$ cat src/rtl/adc_serial_reader.sv
// Serial ADC front-end: periodic CONVST, BUSY wait with timeout, MSB-first
// SCLK readout, and a parallel sample word with a one-cycle valid strobe.
module adc_serial_reader #(
    parameter int unsigned SAMPLE_PERIOD = 50000,
    parameter int unsigned CONVST_WIDTH  = 4,
    parameter int unsigned CLK_DIV       = 4,
    parameter int unsigned DATA_BITS     = 16,
    parameter int unsigned BUSY_TIMEOUT  = 1000
) (
    input  logic                 clk,
    input  logic                 nrst,
    input  logic                 en,
    input  logic                 BUSY,
    input  logic                 DATA,
    output logic                 CONVST,
    output logic                 CS,
    output logic                 SCLK,
    output logic [DATA_BITS-1:0] sample,
    output logic                 sample_valid,
    output logic                 overrun,
    output logic                 timeout_err
);

    localparam int unsigned BUSY_IGNORE = 4;
    localparam int unsigned PW          = (SAMPLE_PERIOD > 1) ? $clog2(SAMPLE_PERIOD) : 1;
    localparam int unsigned STEP_MAX    = CONVST_WIDTH + CLK_DIV + BUSY_TIMEOUT + BUSY_IGNORE;
    localparam int unsigned SW          = $clog2(STEP_MAX + 1);
    localparam int unsigned BW          = $clog2(DATA_BITS + 1);

    typedef enum logic [2:0] {
        IDLE,
        CONV,
        WAIT_BUSY,
        READ,
        DONE
    } state_t;

    state_t               state;
    logic [1:0]           busy_sync;
    logic [1:0]           data_sync;
    logic                 busy_s;
    logic                 data_s;
    logic [PW-1:0]        period_cnt;
    logic                 tick_c;
    logic [SW-1:0]        step;
    logic [BW-1:0]        bit_cnt;
    logic [DATA_BITS-1:0] shift;

    // Two-flop synchronizers for the asynchronous ADC inputs
    always_ff @(posedge clk or negedge nrst) begin
        if (!nrst) begin
            busy_sync <= '0;
            data_sync <= '0;
        end else begin
            busy_sync <= {busy_sync[0], BUSY};
            data_sync <= {data_sync[0], DATA};
        end
    end

    assign busy_s = busy_sync[1];
    assign data_s = data_sync[1];

    // Free-running conversion period counter, parked at zero while disabled
    always_ff @(posedge clk or negedge nrst) begin
        if (!nrst) begin
            period_cnt <= '0;
        end else if (!en) begin
            period_cnt <= '0;
        end else if (period_cnt == PW'(SAMPLE_PERIOD - 1)) begin
            period_cnt <= '0;
        end else begin
            period_cnt <= period_cnt + PW'(1);
        end
    end

    assign tick_c = en && (period_cnt == PW'(SAMPLE_PERIOD - 1));

    // Conversion/readout sequencer; all ADC-facing pins come straight from flops
    always_ff @(posedge clk or negedge nrst) begin
        if (!nrst) begin
            state        <= IDLE;
            step         <= '0;
            bit_cnt      <= '0;
            shift        <= '0;
            CONVST       <= 1'b0;
            CS           <= 1'b1;
            SCLK         <= 1'b1;
            sample       <= '0;
            sample_valid <= 1'b0;
            overrun      <= 1'b0;
            timeout_err  <= 1'b0;
        end else begin
            sample_valid <= 1'b0;
            overrun      <= 1'b0;
            timeout_err  <= 1'b0;

            if (tick_c && (state != IDLE)) begin
                overrun <= 1'b1;
            end

            case (state)
                IDLE: begin
                    if (tick_c) begin
                        state  <= CONV;
                        CONVST <= 1'b1;
                        step   <= '0;
                    end
                end

                CONV: begin
                    if (step == SW'(CONVST_WIDTH - 1)) begin
                        CONVST <= 1'b0;
                        step   <= '0;
                        state  <= WAIT_BUSY;
                    end else begin
                        step <= step + SW'(1);
                    end
                end

                // BUSY is masked for the first cycles so a late-rising BUSY is not missed
                WAIT_BUSY: begin
                    if ((step >= SW'(BUSY_IGNORE)) && !busy_s) begin
                        state   <= READ;
                        CS      <= 1'b0;
                        SCLK    <= 1'b0;
                        step    <= '0;
                        bit_cnt <= '0;
                    end else if (step == SW'(BUSY_TIMEOUT + BUSY_IGNORE - 1)) begin
                        timeout_err <= 1'b1;
                        state       <= IDLE;
                        step        <= '0;
                    end else begin
                        step <= step + SW'(1);
                    end
                end

                READ: begin
                    if (step == SW'(CLK_DIV - 1)) begin
                        step <= '0;
                        if (!SCLK) begin
                            SCLK    <= 1'b1;
                            shift   <= DATA_BITS'({shift, data_s});
                            bit_cnt <= bit_cnt + BW'(1);
                        end else if (bit_cnt == BW'(DATA_BITS)) begin
                            CS    <= 1'b1;
                            state <= DONE;
                        end else begin
                            SCLK <= 1'b0;
                        end
                    end else begin
                        step <= step + SW'(1);
                    end
                end

                DONE: begin
                    sample       <= shift;
                    sample_valid <= 1'b1;
                    state        <= IDLE;
                end

                default: begin
                    state <= IDLE;
                end
            endcase
        end
    end

endmodule
$ cat config.mk
export PLATFORM = sky130hd
export DESIGN_NAME = adc_serial_reader
export DESIGN_NICKNAME = d
export VERILOG_FILES = /design/src/rtl/adc_serial_reader.sv
export SDC_FILE = /design/constraint.sdc
export NUM_CORES = 1
export LEC_CHECK = 0
export BUFFER_PORTS_ARGS = -buffer_cell sky130_fd_sc_hd__buf_2
export CAP_MARGIN = 20
export CORE_MARGIN = 2
export CORE_UTILIZATION = 43
export DETAILED_ROUTE_END_ITERATION = 6
export HOLD_SLACK_MARGIN = 0.08
export PLACE_DENSITY = 0.69
export SYNTH_ARGS = -nofsm -noshare
export SYNTH_HDL_FRONTEND = slang
export SYNTH_SLANG_ARGS = --single-unit
$ cat constraint.sdc
create_clock -name clk -period 3.1 [get_ports clk]
set_input_delay 0.465 -clock clk [delete_from_list [all_inputs] [get_ports clk]]
set_output_delay 0.465 -clock clk [all_outputs]
set_load 0.05 [all_outputs]
==> flow_summary_export.csv, run 1 <==
group,metric,value,unit
drt,drc_errors,0,
cts,cts_tree,"yes",
power,power,1.76,mW
setup_path,worst-r2r-setup-slack,0.72,ns
cts,ctsHoldBuffers,0,
floorplan,pin_count,27,
synthesis,yosysTopAreaCell,"dfrtp_1",
sta,worstMarginPinSlew,0.928,ns
layout,n_fill_cell,721,
cts,cts_setup_buffers,0,
global_routing,antenna_found_initial,0,
sta,fin_tns_setup,0,ns
setup_path,crit_buf_inv,0,
synthesis,yosysSeqAreaShare,55.1,%
synthesis,syn-cell-area,3460,µm²
layout,fin_util,49.5,%
cts,cts_resized,0,
placement,gp_congestion,0.778,
drt,avgViaCountPerCell,5.24,
setup_path,r2r_start,"state[1]",
cts,clock_latency,0.35,ns
setup_path,cpLargestDelayFamily,"simple AND/OR/NAND/NOR gates",
synthesis,syn_avg_cell_area,11.8,µm²
synthesis,yosysUniqueCellTypes,51,
synthesis,synth.most_common_cell,"dfrtp_1",
setup_path,cp_data_required_time,3.30,ns
cts,clk_path_buf_depth,2,
synthesis,ys_warn_count,0,
job,max_cap_viol_count,0,
synthesis,synth_top_cell_area_share,53.6,%
synthesis,synth_edf_count,0,
layout,area_growth,11.3,%
synthesis,synth.area.top_cells,"dfrtp_1 54%, mux2_2 10%, nor2_1 3.6%",
synthesis,synth_ff_type,"dfrtp_1",
sta,fin_crit_sh,76.9,%
synthesis,async_flop_share,100,%
global_routing,grt_usage,15.1,%
drt,wl_per_cell,13.9,µm
setup_path,cp_slowest_cell,"and4_1",
global_routing,grt_pass1_wl,10500,µm
floorplan,design.die.area,8770,µm²
cts,cts_root_buffer,"clkbuf_8",
global_routing,grt_max_degree,77,
global_routing,grt_pass1_vias,2262,
placement,dpl_cell_area,3660,µm²
setup_path,startpoint,"state[1]",
cts,cts.clk_slew.worst_paths,0.09,ns
layout,drive_above_1_share,26.9,%
placement,portBuffers,26,
floorplan,start_util,44.5,%
drt,vias,2247,
power,max-vdd-ir-drop,0.000189,V
sta,skew,0.00872,ns
setup_path,cp.depth,5,
layout,fin_cells,429,
layout,fin_nets,332,
setup_path,path_max_fanout,18,
setup_path,crit_type,"reg -> reg",
setup_path,timing.rr.end,"bit_cnt[4]",
floorplan,die_h,93.7,µm
sta,worst_slack,0.717,ns
cts,cts.sink_count,76,
sta,slew_headroom,38.1,%
drt,drt-total-wl,5970,µm
sta,hold_viol,0,
run_status,outcome,"completed",
sta,whs,0.223,ns
global_routing,overflow,0,
sta,rsz0062_at_grt,"no",
sta,period_minus_slack,2.38,ns
cts,cts_htree_levels,3,
sta,fmaxAchievable,420,MHz
cts,cts_made_buffers,9,
drt,first_pass_iters,4,
synthesis,yosys-top-cells-count,"74 x dfrtp_1, 33 x nor2_1, 32 x mux2_2, 17 x nand2_1, 16 x nand3_1",
setup_path,crit_path_end_kind,"register",
drt,dr.first_iter.drc_count,85,
setup_path,crit_arrival,2.58,ns
placement,place_ws,0.729,ns
setup_path,path_cells,"nor4bb_1 > and4_1 > nand4_1 > xor2_1 > nor2_1",
layout,fin_area,3850,µm²
floorplan,num_rows,32,
min_path,hold_path.class,"in -> reg",
setup_path,reg2reg_depth,5,
layout,diodes,0,
drt,detail-route-antenna-nets,0,
setup_path,critPathMaxStageDelay,0.76,ns
placement,placed_cells,413,
power,p_leak,1.77,nW
setup_path,start_kind,"register",
synthesis,ys_ff_latch,76,
floorplan,die_x,93.7,µm
synthesis,postSynthCellCount,293,
power,p_per_area,457,nW/µm²
floorplan,core_area,7770,µm²
synthesis,synth_fp_nets,303,
sta,maxSlewViolCount,0,
setup_path,cp-endpoint,"bit_cnt[4]",
sta,setup_violations,0,
placement,dp_hpwl,4060,µm
==> area by class of cell <==
type                            instances  area (µm²)  share of cell area (%)
Clock buffer                            9         124                    3.22
Clock inverter                          7        65.1                    1.69
Inverter                               11        41.3                    1.07
Multi-Input combinational cell        197        1440                    37.5
Sequential cell                        76        1900                    49.5
Tap cell                              102         128                    3.32
Timing Repair Buffer                   27         140                    3.64
==> per-layer routing <==
layer  part of all wire [%]  track usage, %  vias to the layer above
met5                      0               0                        -
met4                    1.3            5.56                        0
met3                    3.5            4.09                        8
met2                     48            24.2                       36
met1                     47            19.6                     1106
li1                       -               -                     1097
==> worst min path at each step <==
stage	endpoint	start	slack, ns	cells after the start
after floorplan	CONVST	nrst	0.17	0
after global routing	busy_sync[0]	BUSY	0.21	1
after detailed placement	data_sync[1]	data_sync[0]	0.35	0
after global placement	busy_sync[1]	busy_sync[0]	0.34	0
after CTS	busy_sync[0]	BUSY	0.21	1
final	busy_sync[0]	BUSY	0.22	1
==> worst register-to-register path, stage by stage (launching register included) <==
cell	delay, ns
dfrtp_1	0.57
nor4bb_1	0.51
and4_1	0.76
nand4_1	0.19
xor2_1	0.16
nor2_1	0.05
==> flip-flops by register name (all words and copies together), names as in the netlist <==
register,count
sample_valid,1
CS,1
bit_cnt,5
overrun,1
period_cnt,16
busy_sync,2
data_sync,2
step,10
shift,16
sample,16
SCLK,1
CONVST,1
timeout_err,1
state,3
==> power breakdown <==
| part | total, mW | leakage, nW | switching [mW] | internal, mW |
|---|---|---|---|---|
| clock | 0.725 | 0.0947 | 0.413 | 0.312 |
| combinational | 0.0301 | 0.668 | 0.0246 | 0.00546 |
| sequential | 1.00 | 1.01 | 0.00426 | 0.996 |
| total | 1.76 | 1.77 | 0.442 | 1.31 |
==> kinds of logic after synthesis <==
logic type / share of synthesized area (%)
AND/OR/NAND/NOR: 17.5
multiplexers: 11.3
buffers and inverters: 3.11
AO/OA/AOI/OAI: 7.10
XOR/XNOR: 4.06
adder cells (fa/ha/maj): 1.81
flip-flops: 55.1
==> cells in the final DEF (no fill, tap or decap), drive strengths merged, types with 2 or more instances in the layout <==
cell type,synthesis,final
xnor2,7,7
xor2,9,9
dfstp,2,2
o31ai,2,2
nand4,4,4
a211oi,3,3
nand2,17,17
dfrtp,74,74
clkbuf,0,9
inv,11,16
a31oi,3,3
o21ai,7,7
and3,4,4
nand3b,2,2
nor3,6,6
mux2i,3,3
a21o,3,3
mux2,32,32
nand3,17,17
nor4bb,2,2
and4,3,3
a22o,4,4
or3b,2,2
ha,5,5
buf,9,27
or3,2,2
a21oi,7,7
and2,2,2
nor2,33,33
nor4,6,6
Power figures use the tool's default switching activity.
==> inputs of run 2 (changes only) <==
--- a/config.mk
+++ b/config.mk
@@ -11,7 +11,7 @@
 export CORE_UTILIZATION = 43
 export DETAILED_ROUTE_END_ITERATION = 6
 export HOLD_SLACK_MARGIN = 0.08
-export PLACE_DENSITY = 0.69
+export PLACE_DENSITY = 0.72
 export SYNTH_ARGS = -nofsm -noshare
 export SYNTH_HDL_FRONTEND = slang
 export SYNTH_SLANG_ARGS = --single-unit
==> constraint.sdc (replaced) <==
create_clock -name clk -period 1.9 [get_ports clk]
set_input_delay 0.285 -clock clk [delete_from_list [all_inputs] [get_ports clk]]
set_output_delay 0.285 -clock clk [all_outputs]
set_load 0.05 [all_outputs]
==> run 2 against run 1 <==
  * Wire length grew 11%
  * Flip-flop and latch count is the same
  * Worst hold slack lost 0.032 ns
  * Via count grew 12%
  * Combinational power grew 110%
  * Sequential power grew 63%
  * Sequential share of layout area shrank 5.0 points
  * Register-to-register slack lost 0.71 ns
  * Total power grew 63%
  * Setup slack lost 0.71 ns
  * Clock-buffer cell count is the same
  * Largest cell class unchanged
==> flow_summary_export.csv, run 2 (synthesized netlist as in run 1, its figures left out) <==
group,metric,value,unit
layout,reg_top3,"period_cnt: 16 flops, sample: 16 flops, shift: 16 flops",
sta,hold_viol,0,
setup_path,crit_path_end_kind,"register",
layout,fin_area,4280,µm²
power,p_per_area,670,nW/µm²
setup_path,path_max_fanout,7,
global_routing,grt_usage,16.3,%
floorplan,num_rows,32,
drt,drt-total-wl,6630,µm
placement,placed_cells,449,
min_path,hold_path_end,"period_cnt[2]",
setup_path,reg2reg_depth,5,
power,max-vdd-ir-drop,0.000322,V
placement,dpl_cell_area,3970,µm²
cts,cts_root_buffer,"clkbuf_8",
layout,most-common-layout-cells,"73 x dfrtp_1, 41 x buf_4, 33 x nor2_1, 32 x mux2_2, 25 x buf_2",
global_routing,overflow,0,
cts,clk_path_buf_depth,2,
sta,whs,0.191,ns
global_routing,grt_pass1_wl,11200,µm
drt,detail-route-antenna-nets,0,
placement,dp_hpwl,4440,µm
sta,fin_tns_setup,0,ns
min_path,holdPathStages,2,
layout,area_growth,23.9,%
setup_path,crit_arrival,2.14,ns
sta,fmaxAchievable,528,MHz
placement,place_ws,0.0314,ns
cts,cts_made_buffers,9,
cts,clock_latency,0.36,ns
layout,fin_nets,377,
drt,avgViaCountPerCell,5.32,
global_routing,grt_pass1_vias,2452,
cts,cts.clk_slew.worst_paths,0.08,ns
layout,fin_util,55.1,%
layout,drive_above_1_share,37.6,%
placement,portBuffers,26,
sta,skew,0.0101,ns
floorplan,die_h,93.7,µm
layout,fin_cells,474,
setup_path,start_kind,"register",
global_routing,antenna_found_initial,0,
power,power,2.87,mW
sta,period_minus_slack,1.89,ns
setup_path,crit_type,"reg -> reg",
sta,slew_headroom,65.0,%
cts,cts_tree,"yes",
job,max_cap_viol_count,0,
floorplan,design.die.area,8770,µm²
setup_path,cp_data_required_time,2.14,ns
sta,rsz0062_at_grt,"yes",
sta,setup_violations,0,
setup_path,r2r_start,"period_cnt[13]",
layout,diodes,0,
global_routing,grt_max_degree,40,
drt,dr.first_iter.drc_count,157,
setup_path,timing.rr.end,"step[5]",
sta,maxSlewViolCount,0,
floorplan,core_area,7770,µm²
setup_path,worst-r2r-setup-slack,0.006,ns
drt,wl_per_cell,14.0,µm
drt,drc_errors,0,
min_path,hold_path.class,"in -> reg",
cts,cts.sink_count,76,
layout,final_common_cell,"dfrtp_1",
sta,worst_slack,0.00634,ns
sta,worstMarginPinSlew,0.525,ns
min_path,hold_start,"en",
floorplan,pin_count,27,
floorplan,die_x,93.7,µm
sta,fin_crit_sh,99.7,%
run_status,outcome,"completed",
power,p_leak,2.03,nW
drt,vias,2521,
cts,cts_htree_levels,3,
drt,first_pass_iters,4,
floorplan,start_util,44.5,%
placement,gp_congestion,0.803,
==> run 2: worst max-delay path by stage <==
stage	startpoint	endpoint	slack [ns]	depth (start not counted)
3_3_place_gp	period_cnt[13]	step[5]	0.06	5
6_report	period_cnt[13]	step[5]	0.006	5
4_1_cts	state[1]	shift[4]	0.004	4
2_1_floorplan	state[2]	shift[10]	0.007	6
5_1_grt	step[8]	step[3]	-0.06	6
3_5_place_dp	period_cnt[13]	step[5]	0.03	5
==> run 2: report_power, final <==
part | switching (mW) | internal, mW
registers | 0.00694 | 1.63
clock network | 0.662 | 0.508
logic | 0.0433 | 0.0213
==> run 2: critical path, stage by stage, from the launching register on <==
cell and delay [ns]:
dfrtp_1 0.38, or4b_4 0.53, and4bb_4 0.34, o31ai_4 0.10, a22o_1 0.25, a31o_1 0.18
==> run 2: cell type report <==
cell class / instances / area [µm²]
clock buffers: 9 / 124
clock inverters: 7 / 65.1
fillers: 693 / 3490
inverters: 11 / 41.3
multi-input cells: 197 / 1490
flip-flops and latches: 76 / 1910
well taps: 102 / 128
repair buffers: 72 / 523
==> run 2: repair_timing <==
item,4_1_cts,5_1_grt
hold buffers,3,0
endpoints found under the setup margin,2,28
gates resized for setup,1,10
pin swaps,0,6
endpoints found under the hold margin,38,0
setup buffers,0,6
==> run 2: per-layer routing <==
metal	track usage, %	up-vias	share of wire [%]
met5	0	-	0
met1	20.6	1275	45
met2	27.5	39	50
met3	3.85	11	3.1
met4	5.80	0	1.5
li1	-	1196	-
==> inputs of run 3 (changes only) <==
==> constraint.sdc (replaced) <==
create_clock -name clk -period 1.9 [get_ports clk]
set_input_delay 0.38 -clock clk [delete_from_list [all_inputs] [get_ports clk]]
set_output_delay 0.38 -clock clk [all_outputs]
set_load 0.05 [all_outputs]
==> run 3 against run 2 <==
  * The flow now finishes with violations (negative setup slack)
  * Maximum frequency down 0.84%
  * Critical path depth unchanged
  * Final cell count up 1.3%
  * Largest cell class unchanged
  * Clock power about the same
  * Sequential power about the same
  * Sequential share of layout area down 1.3 points
  * Clock skew up 0.0012 ns
  * Die area unchanged
  * Critical endpoint unchanged
  * Total power up 1.2%
  * Non-clock buffer count up 5
  * Combinational power down 2%
  * Global-route usage about the same
==> flow_summary_export.csv, run 3 (synthesized netlist as in run 1, its figures left out) <==
group,metric,value,unit
drt,drc_errors,0,
global_routing,grt_pass1_vias,2474,
setup_path,crit_type,"reg -> reg",
job,max_cap_viol_count,0,
global_routing,grt_usage,16.3,%
layout,area_growth,27.6,%
drt,dr.first_iter.drc_count,98,
floorplan,die_x,93.7,µm
placement,dp_hpwl,4600,µm
setup_path,crit_arrival,2.16,ns
layout,n_fill_cell,656,
sta,skew,0.0113,ns
setup_path,cp_data_required_time,2.15,ns
sta,fin_crit_sh,101,%
drt,vias,2508,
setup_path,critPathMaxStageDelay,0.54,ns
setup_path,startpoint,"period_cnt[13]",
setup_path,start_kind,"register",
cts,cts.clk_slew.worst_paths,0.09,ns
placement,portBuffers,26,
setup_path,path_cells,"or4b_4 > and4bb_4 > o31ai_4 > a22o_1 > a31o_1",
placement,placed_cells,452,
placement,gp_congestion,0.772,
sta,fin_tns_setup,-0.00978,ns
floorplan,pin_count,27,
cts,cts_tree,"yes",
drt,avgViaCountPerCell,5.23,
drt,drt-total-wl,6960,µm
layout,final_common_cell,"dfrtp_1",
sta,worstMarginPinSlew,0.488,ns
layout,diodes,0,
sta,worst_slack,-0.00978,ns
run_status,outcome,"finished, violations left",
setup_path,cp_slowest_cell,"or4b_4",
drt,first_pass_iters,4,
min_path,hold_start,"BUSY",
sta,slew_headroom,67.3,%
drt,wl_per_cell,14.5,µm
min_path,hold_path.class,"in -> reg",
sta,hold_viol,0,
power,p_per_area,658,nW/µm²
setup_path,r2r_start,"period_cnt[13]",
setup_path,crit_path_end_kind,"register",
cts,clock_latency,0.36,ns
sta,period_minus_slack,1.91,ns
setup_path,worst-r2r-setup-slack,-0.01,ns
floorplan,die_h,93.7,µm
cts,cts_root_buffer,"clkbuf_8",
sta,fmaxAchievable,524,MHz
floorplan,core_area,7770,µm²
layout,fin_nets,383,
floorplan,design.die.area,8770,µm²
cts,cts.sink_count,76,
global_routing,overflow,0,
run_status,violations,"negative setup slack",
cts,clk_path_buf_depth,2,
global_routing,grt_pass1_wl,11400,µm
layout,multi_input_area,1550,µm²
sta,rsz0062_at_grt,"yes",
cts,cts_made_buffers,9,
setup_path,path_max_fanout,7,
power,power,2.90,mW
sta,maxSlewViolCount,0,
global_routing,grt_max_degree,42,
power,p_leak,2.08,nW
power,max-vdd-ir-drop,0.000367,V
layout,drive_above_1_share,39.2,%
drt,detail-route-antenna-nets,0,
global_routing,antenna_found_initial,0,
layout,reg_top3,"period_cnt: 16 flops, sample: 16 flops, shift: 16 flops",
floorplan,start_util,44.5,%
sta,setup_violations,1,
cts,cts_htree_levels,3,
floorplan,num_rows,32,
layout,fin_cells,480,
layout,most-common-layout-cells,"74 x dfrtp_1, 44 x buf_4, 33 x nor2_1, 25 x buf_2, 19 x mux2_2",
layout,seqCellArea,1900,µm²
## run 3: cell types whose count changed in the layout (fill, tap and decap cells not counted), moves of 2 or more
| cell | change |
|---|---|
| mux2_2 | -13 |
| buf_4 | +3 |
| dlygate4sd3_1 | -2 |
| clkbuf_16 | +2 |
| buf_6 | +2 |
| mux2_4 | +13 |
## run 3: area by class of cell
cell class / count / share of cell area (%)
Clock buffer: 9 / 2.81
Clock inverter: 7 / 1.48
Inverter: 11 / 0.936
Multi-Input combinational cell: 198 / 35.1
Sequential cell: 76 / 43.2
Tap cell: 102 / 2.89
Timing Repair Buffer: 77 / 13.6
## run 3: worst paths after layout
path	to	cells past startpoint
max	step[5]	5
min	busy_sync[0]	1
max reg2reg	step[5]	5
min reg2reg	data_sync[1]	0
max in group asynchronous	shift[8]	3
min in group asynchronous	step[8]	2
## run 3: worst max-delay path: cells and delay by family, from the launching register on
family	cells	cell delay, ns
AO/OA/AOI/OAI	3	0.52
flip-flops	1	0.39
AND/OR/NAND/NOR	2	0.91
## run 3: timing repair
action                                  in CTS  in global routing
resized for setup                            2                 25
setup buffers                                0                  7
hold buffers                                 1                  0
cloned                                       0                  4
hold endpoints to repair                    33                  0
pin swaps                                    0                  9
endpoints found under the setup margin       2                 21
## run 3: power breakdown
group | total [mW] | switching, mW | internal (mW)
Combinational | 0.0632 | 0.0439 | 0.0193
Clock | 1.20 | 0.696 | 0.509
Sequential | 1.63 | 0.00757 | 1.63
## run 3: routing by layer
metal / GRT usage (%) / up-vias / share of wire (%)
met5: 0 / - / 0
met4: 6.88 / 0 / 2.0
met3: 2.65 / 12 / 2.8
met2: 26.7 / 40 / 49
met1: 21.6 / 1247 / 46
li1: - / 1209 / -
## run 3: per-stage QoR
stage | util [%] | hold WS, ns | setup slack [ns] | area (µm²)
after floorplan | - | 0.0844 | 0.00729 | 3460
after detailed placement | 51.3 | 0.345 | -0.0388 | 3990
after global routing | 56.8 | 0.119 | -0.0531 | 4410
after CTS | 54.0 | 0.108 | 0.00949 | 4190
after global placement | 51.3 | 0.334 | 0.0491 | 3990
final | 56.8 | 0.123 | -0.00978 | 4410
